===== src/rtl/vram_pkg.sv =====
// Shared constants and FSM encoding for the VRAM write arbiter.
package vram_pkg;

    localparam int ADDR_W         = 13;
    localparam int DATA_W         = 8;
    localparam int CELLS          = 1200;
    localparam int FIFO_DEPTH_DEF = 4;
    localparam int ENTRY_W        = ADDR_W + DATA_W;

    // Last address written by the clear engine.
    localparam logic [ADDR_W-1:0] LAST_CELL = ADDR_W'(CELLS - 1);

    typedef enum logic {
        ST_IDLE  = 1'b0,
        ST_CLEAR = 1'b1
    } arb_state_t;

endpackage


===== src/rtl/vram_write_arbiter_if.sv =====
// Console, scan-out and VRAM signals of the write arbiter.
// Handshake: con_write is a level strobe and its rising edge requests one
// write; rd_en requests a read and rd_valid answers exactly one cycle later;
// no back-pressure exists, so reads always win and writes wait.
interface vram_write_arbiter_if;
    import vram_pkg::*;

    logic              con_write;
    logic [ADDR_W-1:0] con_addr;
    logic [DATA_W-1:0] con_char;
    logic              clr_start;
    logic              rd_en;
    logic [ADDR_W-1:0] rd_addr;
    logic [DATA_W-1:0] rd_data;
    logic              rd_valid;
    logic [ADDR_W-1:0] ram_addr;
    logic              ram_we;
    logic [DATA_W-1:0] ram_wdata;
    logic [DATA_W-1:0] ram_rdata;
    logic              clr_busy;
    logic              overflow;
    arb_state_t        dbg_state;

    // Arbiter side.
    modport slave (
        input  con_write, con_addr, con_char, clr_start, rd_en, rd_addr, ram_rdata,
        output rd_data, rd_valid, ram_addr, ram_we, ram_wdata, clr_busy, overflow,
        output dbg_state
    );

    // Console / scan-out / RAM side.
    modport master (
        output con_write, con_addr, con_char, clr_start, rd_en, rd_addr, ram_rdata,
        input  rd_data, rd_valid, ram_addr, ram_we, ram_wdata, clr_busy, overflow,
        input  dbg_state
    );

endinterface


===== src/rtl/sync_fifo.sv =====
// Small synchronous FIFO; pointers carry an extra wrap bit to tell full from empty.
module sync_fifo #(
    parameter int WIDTH = 8,
    parameter int DEPTH = 4
) (
    input  logic             clk,
    input  logic             reset,
    input  logic             i_push,
    input  logic [WIDTH-1:0] i_data,
    input  logic             i_pop,
    output logic [WIDTH-1:0] o_data,
    output logic             o_full,
    output logic             o_empty
);

    localparam int PTR_W = $clog2(DEPTH);

    logic [WIDTH-1:0] r_mem [DEPTH];
    logic [PTR_W:0]   r_wr_ptr;
    logic [PTR_W:0]   r_rd_ptr;
    logic             w_do_push;
    logic             w_do_pop;

    assign o_empty   = (r_wr_ptr == r_rd_ptr);
    assign o_full    = (r_wr_ptr[PTR_W] != r_rd_ptr[PTR_W]) &&
                       (r_wr_ptr[PTR_W-1:0] == r_rd_ptr[PTR_W-1:0]);
    // A push into a full FIFO is dropped even if a pop happens in the same cycle.
    assign w_do_push = i_push & ~o_full;
    assign w_do_pop  = i_pop & ~o_empty;
    assign o_data    = r_mem[r_rd_ptr[PTR_W-1:0]];

    // Pointer update; reset discards every pending entry.
    always_ff @(posedge clk or posedge reset) begin
        if (reset) begin
            r_wr_ptr <= '0;
            r_rd_ptr <= '0;
        end else begin
            if (w_do_push) r_wr_ptr <= r_wr_ptr + 1'b1;
            if (w_do_pop)  r_rd_ptr <= r_rd_ptr + 1'b1;
        end
    end

    // Entry storage; contents are meaningless until the write pointer covers them.
    always_ff @(posedge clk) begin
        if (w_do_push) r_mem[r_wr_ptr[PTR_W-1:0]] <= i_data;
    end

endmodule


===== src/rtl/vram_write_arbiter.sv =====
// Shares the single VRAM port between scan-out reads, the screen-clear
// engine and queued console writes, in that priority order.
module vram_write_arbiter
    import vram_pkg::*;
#(
    parameter int FIFO_DEPTH = FIFO_DEPTH_DEF
) (
    input  logic                 clk,
    input  logic                 reset,
    vram_write_arbiter_if.slave  bus
);

    logic               r_sync1;
    logic               r_sync2;
    logic               r_sync3;
    logic               w_edge;
    logic [ENTRY_W-1:0] w_fifo_in;
    logic [ENTRY_W-1:0] w_fifo_out;
    logic               w_full;
    logic               w_empty;
    logic               w_pop;
    logic               w_clear_wr;
    logic [ADDR_W-1:0]  w_ram_addr;
    logic               w_ram_we;
    logic [DATA_W-1:0]  w_ram_wdata;
    arb_state_t         r_state;
    logic [ADDR_W-1:0]  r_clr_cnt;
    logic               r_clr_busy;
    logic               r_overflow;
    logic               r_rd_valid;
    logic [ADDR_W-1:0]  r_last_addr;

    // con_write is asynchronous; the address/char are quasi-static while it is high.
    assign w_edge    = r_sync2 & ~r_sync3;
    assign w_fifo_in = {bus.con_addr, bus.con_char};

    sync_fifo #(
        .WIDTH (ENTRY_W),
        .DEPTH (FIFO_DEPTH)
    ) u_fifo (
        .clk     (clk),
        .reset   (reset),
        .i_push  (w_edge),
        .i_data  (w_fifo_in),
        .i_pop   (w_pop),
        .o_data  (w_fifo_out),
        .o_full  (w_full),
        .o_empty (w_empty)
    );

    // Two-flop synchronizer plus a delayed copy for rising-edge detection.
    always_ff @(posedge clk or posedge reset) begin
        if (reset) begin
            r_sync1 <= 1'b0;
            r_sync2 <= 1'b0;
            r_sync3 <= 1'b0;
        end else begin
            r_sync1 <= bus.con_write;
            r_sync2 <= r_sync1;
            r_sync3 <= r_sync2;
        end
    end

    // RAM port arbitration: read, then clear, then queued console write.
    always_comb begin
        w_ram_addr  = r_last_addr;
        w_ram_we    = 1'b0;
        w_ram_wdata = '0;
        w_pop       = 1'b0;
        w_clear_wr  = 1'b0;
        if (bus.rd_en) begin
            w_ram_addr = bus.rd_addr;
        end else if (r_state == ST_CLEAR) begin
            w_ram_addr = r_clr_cnt;
            w_ram_we   = 1'b1;
            w_clear_wr = 1'b1;
        end else if (!w_empty) begin
            w_ram_addr  = w_fifo_out[ENTRY_W-1:DATA_W];
            w_ram_wdata = w_fifo_out[DATA_W-1:0];
            w_ram_we    = 1'b1;
            w_pop       = 1'b1;
        end
    end

    // Clear engine: the counter only advances on cycles the clear write wins the port.
    always_ff @(posedge clk or posedge reset) begin
        if (reset) begin
            r_state    <= ST_IDLE;
            r_clr_cnt  <= '0;
            r_clr_busy <= 1'b0;
        end else begin
            case (r_state)
                ST_IDLE: begin
                    if (bus.clr_start) begin
                        r_state    <= ST_CLEAR;
                        r_clr_cnt  <= '0;
                        r_clr_busy <= 1'b1;
                    end
                end
                ST_CLEAR: begin
                    if (w_clear_wr) begin
                        if (r_clr_cnt == LAST_CELL) begin
                            r_state    <= ST_IDLE;
                            r_clr_busy <= 1'b0;
                        end else begin
                            r_clr_cnt <= r_clr_cnt + ADDR_W'(1);
                        end
                    end
                end
                default: begin
                    r_state    <= ST_IDLE;
                    r_clr_busy <= 1'b0;
                end
            endcase
        end
    end

    // Sticky overflow, read-valid pipeline and the held idle address.
    always_ff @(posedge clk or posedge reset) begin
        if (reset) begin
            r_overflow  <= 1'b0;
            r_rd_valid  <= 1'b0;
            r_last_addr <= '0;
        end else begin
            r_overflow  <= r_overflow | (w_edge & w_full);
            r_rd_valid  <= bus.rd_en;
            r_last_addr <= w_ram_addr;
        end
    end

    assign bus.ram_addr  = w_ram_addr;
    assign bus.ram_we    = w_ram_we;
    assign bus.ram_wdata = w_ram_wdata;
    // The RAM's own output register is the read pipeline stage; gate it by valid.
    assign bus.rd_data   = r_rd_valid ? bus.ram_rdata : '0;
    assign bus.rd_valid  = r_rd_valid;
    assign bus.clr_busy  = r_clr_busy;
    assign bus.overflow  = r_overflow;
    assign bus.dbg_state = r_state;

endmodule


===== src/flat_wrapper.sv =====
// flat-port wrapper written by rule: the top's interface ports become plain ports
module vram_write_arbiter_flat import vram_pkg::*;
#(
    parameter int FIFO_DEPTH = FIFO_DEPTH_DEF
)
  (clk, reset, bus_con_write, bus_con_addr, bus_con_char, bus_clr_start, bus_rd_en, bus_rd_addr, bus_ram_rdata, bus_rd_data, bus_rd_valid, bus_ram_addr, bus_ram_we, bus_ram_wdata, bus_clr_busy, bus_overflow, bus_dbg_state);
  vram_write_arbiter_if bus_i ();
  input  logic clk;
  input  logic reset;
  input wire logic [$bits(bus_i.con_write)-1:0] bus_con_write;
  input wire logic [$bits(bus_i.con_addr)-1:0] bus_con_addr;
  input wire logic [$bits(bus_i.con_char)-1:0] bus_con_char;
  input wire logic [$bits(bus_i.clr_start)-1:0] bus_clr_start;
  input wire logic [$bits(bus_i.rd_en)-1:0] bus_rd_en;
  input wire logic [$bits(bus_i.rd_addr)-1:0] bus_rd_addr;
  input wire logic [$bits(bus_i.ram_rdata)-1:0] bus_ram_rdata;
  output wire logic [$bits(bus_i.rd_data)-1:0] bus_rd_data;
  output wire logic [$bits(bus_i.rd_valid)-1:0] bus_rd_valid;
  output wire logic [$bits(bus_i.ram_addr)-1:0] bus_ram_addr;
  output wire logic [$bits(bus_i.ram_we)-1:0] bus_ram_we;
  output wire logic [$bits(bus_i.ram_wdata)-1:0] bus_ram_wdata;
  output wire logic [$bits(bus_i.clr_busy)-1:0] bus_clr_busy;
  output wire logic [$bits(bus_i.overflow)-1:0] bus_overflow;
  output wire logic [$bits(bus_i.dbg_state)-1:0] bus_dbg_state;
  assign bus_i.con_write = bus_con_write;
  assign bus_i.con_addr = bus_con_addr;
  assign bus_i.con_char = bus_con_char;
  assign bus_i.clr_start = bus_clr_start;
  assign bus_i.rd_en = bus_rd_en;
  assign bus_i.rd_addr = bus_rd_addr;
  assign bus_i.ram_rdata = bus_ram_rdata;
  assign bus_rd_data = bus_i.rd_data;
  assign bus_rd_valid = bus_i.rd_valid;
  assign bus_ram_addr = bus_i.ram_addr;
  assign bus_ram_we = bus_i.ram_we;
  assign bus_ram_wdata = bus_i.ram_wdata;
  assign bus_clr_busy = bus_i.clr_busy;
  assign bus_overflow = bus_i.overflow;
  assign bus_dbg_state = bus_i.dbg_state;
  vram_write_arbiter #(.FIFO_DEPTH(FIFO_DEPTH)) u_core (.clk(clk), .reset(reset), .bus(bus_i));
endmodule

===== config.mk =====
export PLATFORM = sky130hd
export DESIGN_NAME = vram_write_arbiter_flat
export DESIGN_NICKNAME = d
export VERILOG_FILES = /design/src/rtl/vram_pkg.sv /design/src/rtl/vram_write_arbiter_if.sv /design/src/rtl/sync_fifo.sv /design/src/rtl/vram_write_arbiter.sv /design/src/flat_wrapper.sv
export SDC_FILE = /design/constraint.sdc
export NUM_CORES = 1
export LEC_CHECK = 0
export CORE_UTILIZATION = 37
export DETAILED_ROUTE_END_ITERATION = 10
export GPL_TIMING_DRIVEN = 0
export SLEW_MARGIN = 10
export SYNTH_ARGS = -nofsm -noshare
export SYNTH_HDL_FRONTEND = slang
export SYNTH_HIERARCHICAL = 1
export SYNTH_SLANG_ARGS = --single-unit

===== constraint.sdc =====
create_clock -name clk -period 2.4 [get_ports clk]
set_input_delay 0.24 -clock clk [delete_from_list [all_inputs] [get_ports clk]]
set_output_delay 0.24 -clock clk [all_outputs]
set_load 0.1 [all_outputs]

==> reports/metrics.cfg, run 1 <==
[power]
power_mw = 9.015
power.density_mw_per_mm2 = 1132
vdd.ir_drop.worst_uv = 542.0
power.leakage_nw = 3.091

[yosys]
synth_largest_area_cell = edfxtp_1
synth_warnings = 6
synth_mux_area_share_pct = 11.32
ys_async_sr_fraction_pct = 31.71
seq_area_frac_synth_pct = 64.47
synthesized_area_fraction_occupied_by_and_or_nand_nor_cells_pct = 10.38
adder_cell_fraction_of_synth_area_pct = 1.383
synth_edf_count = 84
synthesis.instances = 362
ys.flop_type = edfxtp_1
netlist_top_cells_area = edfxtp_1 (46%), dfrtp_1 (18%), mux4_2 (8.7%)
synth_largest_type_area_fraction_pct = 46.48
synthesis.area_per_instance_um2 = 14.99
cell_variety_after_synth = 57
synth_compound_gate_area_share_pct = 7.332
synth_top_family_by_area = multiplexers
synth.ff_latch_count = 123
synth_nets = 415
synth_xor_area_share_pct = 2.190
synth_area_mm2 = 0.005426

[finish]
final_core_util_pct = 56.52
nNetsFinal = 550
antennaDiodeCount = 0
final_layout_size_suffix_gt1_share_pct = 37.65
fillCellCount = 1114
area_delta_synth_final_pct = 46.83

[cts]
cts_clock_pin_slew_for_the_worst_setup_and_hold_paths_ns = 0.06
cts_inserted_buffers = 17
cts_tree = yes
cts-hold-fix-buffers = 0
cts-htree-levels = 4
cts_num_sinks = 123
clock_tree.root_cell = clkbuf_16
cts-root-to-sink-buffers = 2
clock_insertion_delay_worst_skew_ns = 0.41

[status]
violated_checks = setup timing
outcome = finished with violations

[timing]
worstMarginPinSlew_ns = 0.9717
max_clock_freq_mhz = 378.8
relSlewSlack_pct = 35.12
timing.final.ws_setup_ns = -0.2396
finalMaxSlewViolations = 0
period_share_pct = 110.0
skew_ns = 0.009471
grt_setup_unrepaired = yes
totalNegativeSetupSlack_ns = -2.486
layout_min_cycle_time_ns = 2.640
hold_fails_final_rpt = 0
setup_viol_count_final = 21

[global_route]
grt_start_max_net_pins = 34
grt_pass1_wl_um = 20760
grt_remaining_overflow = 0
antenna_found_initial = 0
grt_pass1_vias = 3828
grtUsageTotal_pct = 18.79

[worst_setup_path]
criticalPathCategory = flop to primary output
cp.depth = 9
critical_path.endpoint_type = primary output
cp_cell_sequence = buf_6 -> buf_6 -> buf_12 -> mux4_2 -> mux2i_1 -> nor2_1 -> a21oi_2 -> o21ai_4 -> buf_12
cp_num_buf_inv = 4
crit_path_top_delay_cell = mux4_2
startpoint_type = flop
critPathRequiredTime_ns = 2.16
crit_path_max_fanout = 5
biggest_cell_delay_along_the_critical_path_ns = 0.55
critical_path_arrival_ns = 2.40
worst_path_dominant_cell_family = multiplexers
number_of_cell_instances_on_the_worst_register_to_register_path = 10

[die]
floorplan.die.width_um = 123.1
start_util_pct = 38.50
num_io_pins = 81
die_span_in_y_um = 123.1
coreArea_mm2 = 0.01410
num_rows = 43
die-area_mm2 = 0.01515

[route]
drt_drc_violations_left = 0
detail_route.wirelength_um = 13150
wl_per_cell_um = 19.05
dr_total_vias = 3599
route.antenna.remaining_nets = 0
dr.pass1.iters = 4
viasPerCell = 5.216
drt_initial_violations = 280

[placement]
dp_hpwl_um = 8200
numPortBuffers = 80
final_replace_weighted_congestion = 0.8452

[run]
max-cap-violations = 0

[worst_hold_path]
worstHoldPathType = primary input to async pin

-- registers in the layout (all words and copies together), names as in the netlist --
| signal | count |
|---|---|
| u_core/bus.dbg_state | 1 |
| u_core/u_fifo/r_mem | 84 |
| u_core/r_sync3 | 1 |
| u_core/bus.rd_valid | 1 |
| u_core/bus.clr_busy | 1 |
| u_core/bus.overflow | 1 |
| u_core/u_fifo/r_rd_ptr | 3 |
| u_core/r_clr_cnt | 13 |
| u_core/r_sync1 | 1 |
| u_core/u_fifo/r_wr_ptr | 3 |
| u_core/r_last_addr | 13 |
| u_core/r_sync2 | 1 |
-- logic make-up (layout without fill, tap and decap cells) --
family	count (synthesis)	after routing
adders and majority gates	6	6
DFF	123	123
muxes	35	35
and+or+nand+nor	98	98
buffers and inverters	28	176
xor gates and xnor gates	11	11
AOI/OAI and AO/OA	61	61
-- synth_stat cells (all sizes together) (2+ instances only) --
library cell,count
edfxtp,84
dfrtp,39
mux4,21
nand2,20
a21oi,17
and2,17
o21ai,17
nor2,15
mux2i,13
buf,10
nand3,10
clkbuf,9
inv,9
o31ai,7
ha,6
nand4,6
xor2,6
and3,5
xnor2,5
a211oi,4
a21o,4
nand2b,4
nor2b,4
nor3,3
nor4,3
a22oi,2
a31o,2
a31oi,2
and4,2
nor3b,2
o311ai,2
-- power by group --
group / leakage [nW] / internal, mW / switching (mW)
clock network: 0.255 / 1.32 / 0.916
registers: 1.25 / 2.58 / 0.193
logic: 1.59 / 1.94 / 2.07
-- metal layers --
layer	GRT usage (%)	up-vias	wire [um]
met3	5.351	7	756
met2	31.21	101	6479
li1	-	1669	-
met4	3.840	0	78
met5	0	-	0
met1	24.64	1822	5832
-- metrics by stage --
step,instances,instance area (um2),setup WS [ns],hold WS (ns)
after detailed placement,624,6665,-1.726,0.3419
final,690,7968,-0.2396,0.1273
after floorplan,362,5590,-0.003605,0.03096
after global placement,622,6616,-1.973,0.3376
after CTS,682,7851,-0.2579,0.1112
after global routing,690,7968,-0.3232,0.1441
-- final timing paths --
| path | from | endpoint | slack (ns) |
|---|---|---|---|
| min reg2reg | u_core/r_sync1$_DFF_PP0_ | u_core/r_sync2$_DFF_PP0_ | 0.35 |
| min in group clk | bus_con_write | u_core/r_sync1$_DFF_PP0_ | 0.29 |
| max | u_core/u_fifo/r_rd_ptr[0]$_DFFE_PP0P_ | bus_ram_addr[6] | -0.24 |
| max in group asynchronous | reset | u_core/bus.dbg_state$_DFF_PP0_ | 1.51 |
| max reg2reg | u_core/u_fifo/r_rd_ptr[0]$_DFFE_PP0P_ | u_core/r_last_addr[1]$_DFF_PP0_ | 0.28 |
| min | reset | u_core/u_fifo/r_wr_ptr[0]$_DFFE_PP0P_ | 0.13 |
-- worst reg2reg max path, cell delays in order (launching register included) --
cell and delay (ns):
dfrtp_1 0.38, buf_6 0.16, buf_6 0.13, buf_12 0.12
mux4_2 0.49, mux2i_1 0.15, nor2_1 0.07, a21oi_2 0.18
o21ai_4 0.08, buf_4 0.14, buf_4 0.12
-- cell usage in the layout, fill, tap and decap left out, drive strengths merged, types with 7 or more instances in the layout --
master,count
inv,11
mux4,21
clkinv,10
mux2i,13
o21ai,17
dlymetal6s2s,8
nand2,20
nor2,15
o31ai,7
nand3,10
and2,17
edfxtp,84
clkdlybuf4s50,50
buf,69
a21oi,17
dfrtp,39
clkbuf,26
-- final cells by class --
type / instances / area (um2) / area share, %
multi-input cells: 211 / 2073 / 26.02
well taps: 180 / 225.2 / 2.827
repair buffers: 116 / 1415 / 17.76
clock inverters: 14 / 98.84 / 1.241
plain buffers: 19 / 185.2 / 2.324
inverters: 9 / 33.78 / 0.4240
flip-flops and latches: 123 / 3507 / 44.02
clock buffers: 18 / 429.2 / 5.386
-- repair_timing --
| action | 4_1_cts | 5_1_grt |
|---|---|---|
| endpoints found under the hold margin | 0 | 0 |
| buffers inserted | 24 | 10 |
| pin swaps | 14 | 23 |
| endpoints found under the setup margin | 22 | 51 |
| gates cloned | 3 | 0 |
| resized for setup | 252 | 23 |
(Power assumes the default switching activity.)
==> run 2: changes to the inputs <==
--- a/config.mk
+++ b/config.mk
@@ -7,7 +7,7 @@
 export LEC_CHECK = 0
 export CORE_UTILIZATION = 37
 export DETAILED_ROUTE_END_ITERATION = 10
-export GPL_TIMING_DRIVEN = 0
+export GPL_TIMING_DRIVEN = 1
 export SLEW_MARGIN = 10
 export SYNTH_ARGS = -nofsm -noshare
 export SYNTH_HDL_FRONTEND = slang
==> reports/metrics.cfg, run 2 (synthesized netlist as in run 1, its figures left out) <==
[finish]
area_taken_by_multi_input_logic_gates_mm2 = 0.001984  ; was 0.002073 mm2
total_area_of_sequential_cells_mm2 = 0.003507  ; unchanged
final_core_util_pct = 54.11  ; was 56.52%
final_layout_size_suffix_gt1_share_pct = 34.65  ; was 37.65%
area_delta_synth_final_pct = 40.56  ; was 46.83%
layout_common_cells = edfxtp_1 (84), clkdlybuf4s50_1 (45), dfrtp_1 (34), buf_4 (29), buf_12 (27)  ; was edfxtp_1 (84), clkdlybuf4s50_1 (50), dfrtp_1 (34), buf_12 (27), buf_4 (26)
final_common_cell = edfxtp_1  ; unchanged
final_area_mm2 = 0.007627  ; was 0.007968 mm2
finish.cell_count_without_fillers = 662  ; was 690
antennaDiodeCount = 0  ; unchanged
fillCellCount = 1142  ; was 1114
nNetsFinal = 522  ; was 550
largest_register_ffs = 84  ; unchanged

[power]
vdd.ir_drop.worst_uv = 563.9  ; was 542.0 uV
power_mw = 8.647  ; was 9.015 mW
power.leakage_nw = 2.856  ; was 3.091 nW
power.density_mw_per_mm2 = 1134  ; was 1132 mW/mm2

[placement]
dp_hpwl_um = 7797  ; was 8200 um
numPortBuffers = 80  ; unchanged
final_replace_weighted_congestion = 0.8717  ; was 0.8452
placedCellCount = 618  ; was 624
preCtsSetupSlack_ns = 0.2024  ; was -1.726 ns
placement.cell_area_mm2 = 0.006824  ; was 0.006665 mm2

[timing]
relSlewSlack_pct = 54.84  ; was 35.12%
timing.final.ws_setup_ns = -0.1612  ; was -0.2396 ns
layout_min_cycle_time_ns = 2.561  ; was 2.640 ns
finalMaxSlewViolations = 0  ; unchanged
grt_setup_unrepaired = yes  ; unchanged
hold_fails_final_rpt = 0  ; unchanged
totalNegativeSetupSlack_ns = -2.550  ; was -2.486 ns
hold_slack_ns = 0.1093  ; was 0.1273 ns
setup_viol_count_final = 21  ; unchanged
max_clock_freq_mhz = 390.4  ; was 378.8 MHz
worstMarginPinSlew_ns = 0.6766  ; was 0.9717 ns
skew_ns = 0.008751  ; was 0.009471 ns
period_share_pct = 106.7  ; was 110.0%

[status]
outcome = finished with violations  ; unchanged
violated_checks = setup timing  ; unchanged

[worst_setup_path]
startpoint_type = flop  ; unchanged
critical_path_arrival_ns = 2.32  ; was 2.40 ns
critical_path.endpoint_type = primary output  ; unchanged
criticalPathCategory = flop to primary output  ; unchanged
crit_path_max_fanout = 8  ; was 5
critPathRequiredTime_ns = 2.16  ; about the same

[cts]
cts-root-to-sink-buffers = 2  ; unchanged
cts_inserted_buffers = 17  ; unchanged
cts-hold-fix-buffers = 0  ; unchanged
cts_clock_pin_slew_for_the_worst_setup_and_hold_paths_ns = 0.06  ; about the same
cts_num_sinks = 123  ; unchanged
clock_insertion_delay_worst_skew_ns = 0.41  ; about the same
cts-htree-levels = 4  ; unchanged
cts_tree = yes  ; unchanged
clock_tree.root_cell = clkbuf_16  ; unchanged

[die]
coreArea_mm2 = 0.01410  ; unchanged
num_rows = 43  ; unchanged
die-area_mm2 = 0.01515  ; unchanged
start_util_pct = 38.50  ; unchanged
die_span_in_y_um = 123.1  ; unchanged
floorplan.die.width_um = 123.1  ; unchanged
num_io_pins = 81  ; unchanged

[worst_hold_path]
worstHoldPathType = primary input to async pin  ; unchanged

[route]
wl_per_cell_um = 18.60  ; was 19.05 um
dr_total_vias = 3459  ; was 3599
drt_initial_violations = 265  ; was 280
dr.pass1.iters = 4  ; unchanged
viasPerCell = 5.225  ; was 5.216
route.antenna.remaining_nets = 0  ; unchanged
detail_route.wirelength_um = 12310  ; was 13150 um
drt_drc_violations_left = 0  ; unchanged

[run]
max-cap-violations = 0  ; unchanged

[global_route]
grt_remaining_overflow = 0  ; unchanged
grt_start_max_net_pins = 38  ; was 34
antenna_found_initial = 2  ; was 0
grt_pass1_vias = 3509  ; was 3828
grtUsageTotal_pct = 17.42  ; was 18.79%
grt_pass1_wl_um = 18950  ; was 20760 um

==> run 2: cell count changes in the layout (fill, tap and decap cells not counted), moves of 3 or more <==
cell / previous run / this run
and3_2: 4 / 1
buf_4: 26 / 29
clkbuf_8: 1 / 4
dlymetal6s2s_1: 8 / 0
buf_6: 9 / 4
a21oi_2: 10 / 4
and3_1: 1 / 4
clkdlybuf4s50_1: 50 / 45
clkbuf_2: 5 / 0
a21oi_1: 7 / 13
==> run 2: timing repair <==
action / 4_1_cts / 5_1_grt
buffers inserted: 8 / 4
pin swaps: 8 / 9
gates resized for setup: 26 / 4
endpoints found under the setup margin: 21 / 21
endpoints found under the hold margin: 0 / 0
gates cloned: 1 / 0
==> run 2: final timing paths <==
| kind | from | end | slack [ns] | cells after the start |
|---|---|---|---|---|
| max in group asynchronous | reset | u_core/r_clr_cnt[8]$_DFFE_PP0P_ | 1.58 | 3 |
| min reg2reg | u_core/r_sync1$_DFF_PP0_ | u_core/r_sync2$_DFF_PP0_ | 0.36 | 0 |
| max | u_core/u_fifo/r_rd_ptr[2]$_DFFE_PP0P_ | bus_ram_addr[6] | -0.16 | 9 |
| min | reset | u_core/u_fifo/r_wr_ptr[0]$_DFFE_PP0P_ | 0.11 | 2 |
| max reg2reg | u_core/u_fifo/r_rd_ptr[2]$_DFFE_PP0P_ | u_core/u_fifo/r_rd_ptr[1]$_DFFE_PP0P_ | 0.12 | 12 |
| min in group clk | bus_rd_en | u_core/bus.rd_valid$_DFF_PP0_ | 0.20 | 1 |
==> run 2: report_power, final <==
part           switching [mW]  internal [mW]
Sequential              0.222           2.58
Clock                   0.944           1.55
Combinational            1.82           1.53
Total                    2.99           5.66
==> run 2: layer usage <==
metal	part of all wire (%)	wire length [um]	track usage, %	up-vias
met1	43	5300	21.91	1744
met3	7.0	859	5.627	10
met4	0.68	84	5.422	2
li1	-	-	-	1602
met5	0.11	13	0	-
met2	49	6055	28.58	101
==> run 2: final cells by class <==
cell class              count  share of cell area [%]
multi-input cells         211                   26.02
clock buffers              21                   6.299
clock inverters            11                   1.444
repair buffers            107                   16.86
inverters                   9                  0.4429
well taps                 180                   2.953
flip-flops and latches    123                   45.98
==> run 2: critical path: stages (launching register included) <==
cell     delay (ns)
dfrtp_2        0.44
xor2_2         0.21
nor3_4         0.23
buf_12         0.15
buf_12         0.14
mux2i_1        0.19
nor2_1         0.05
a21oi_1        0.23
o21ai_4        0.09
buf_12         0.18
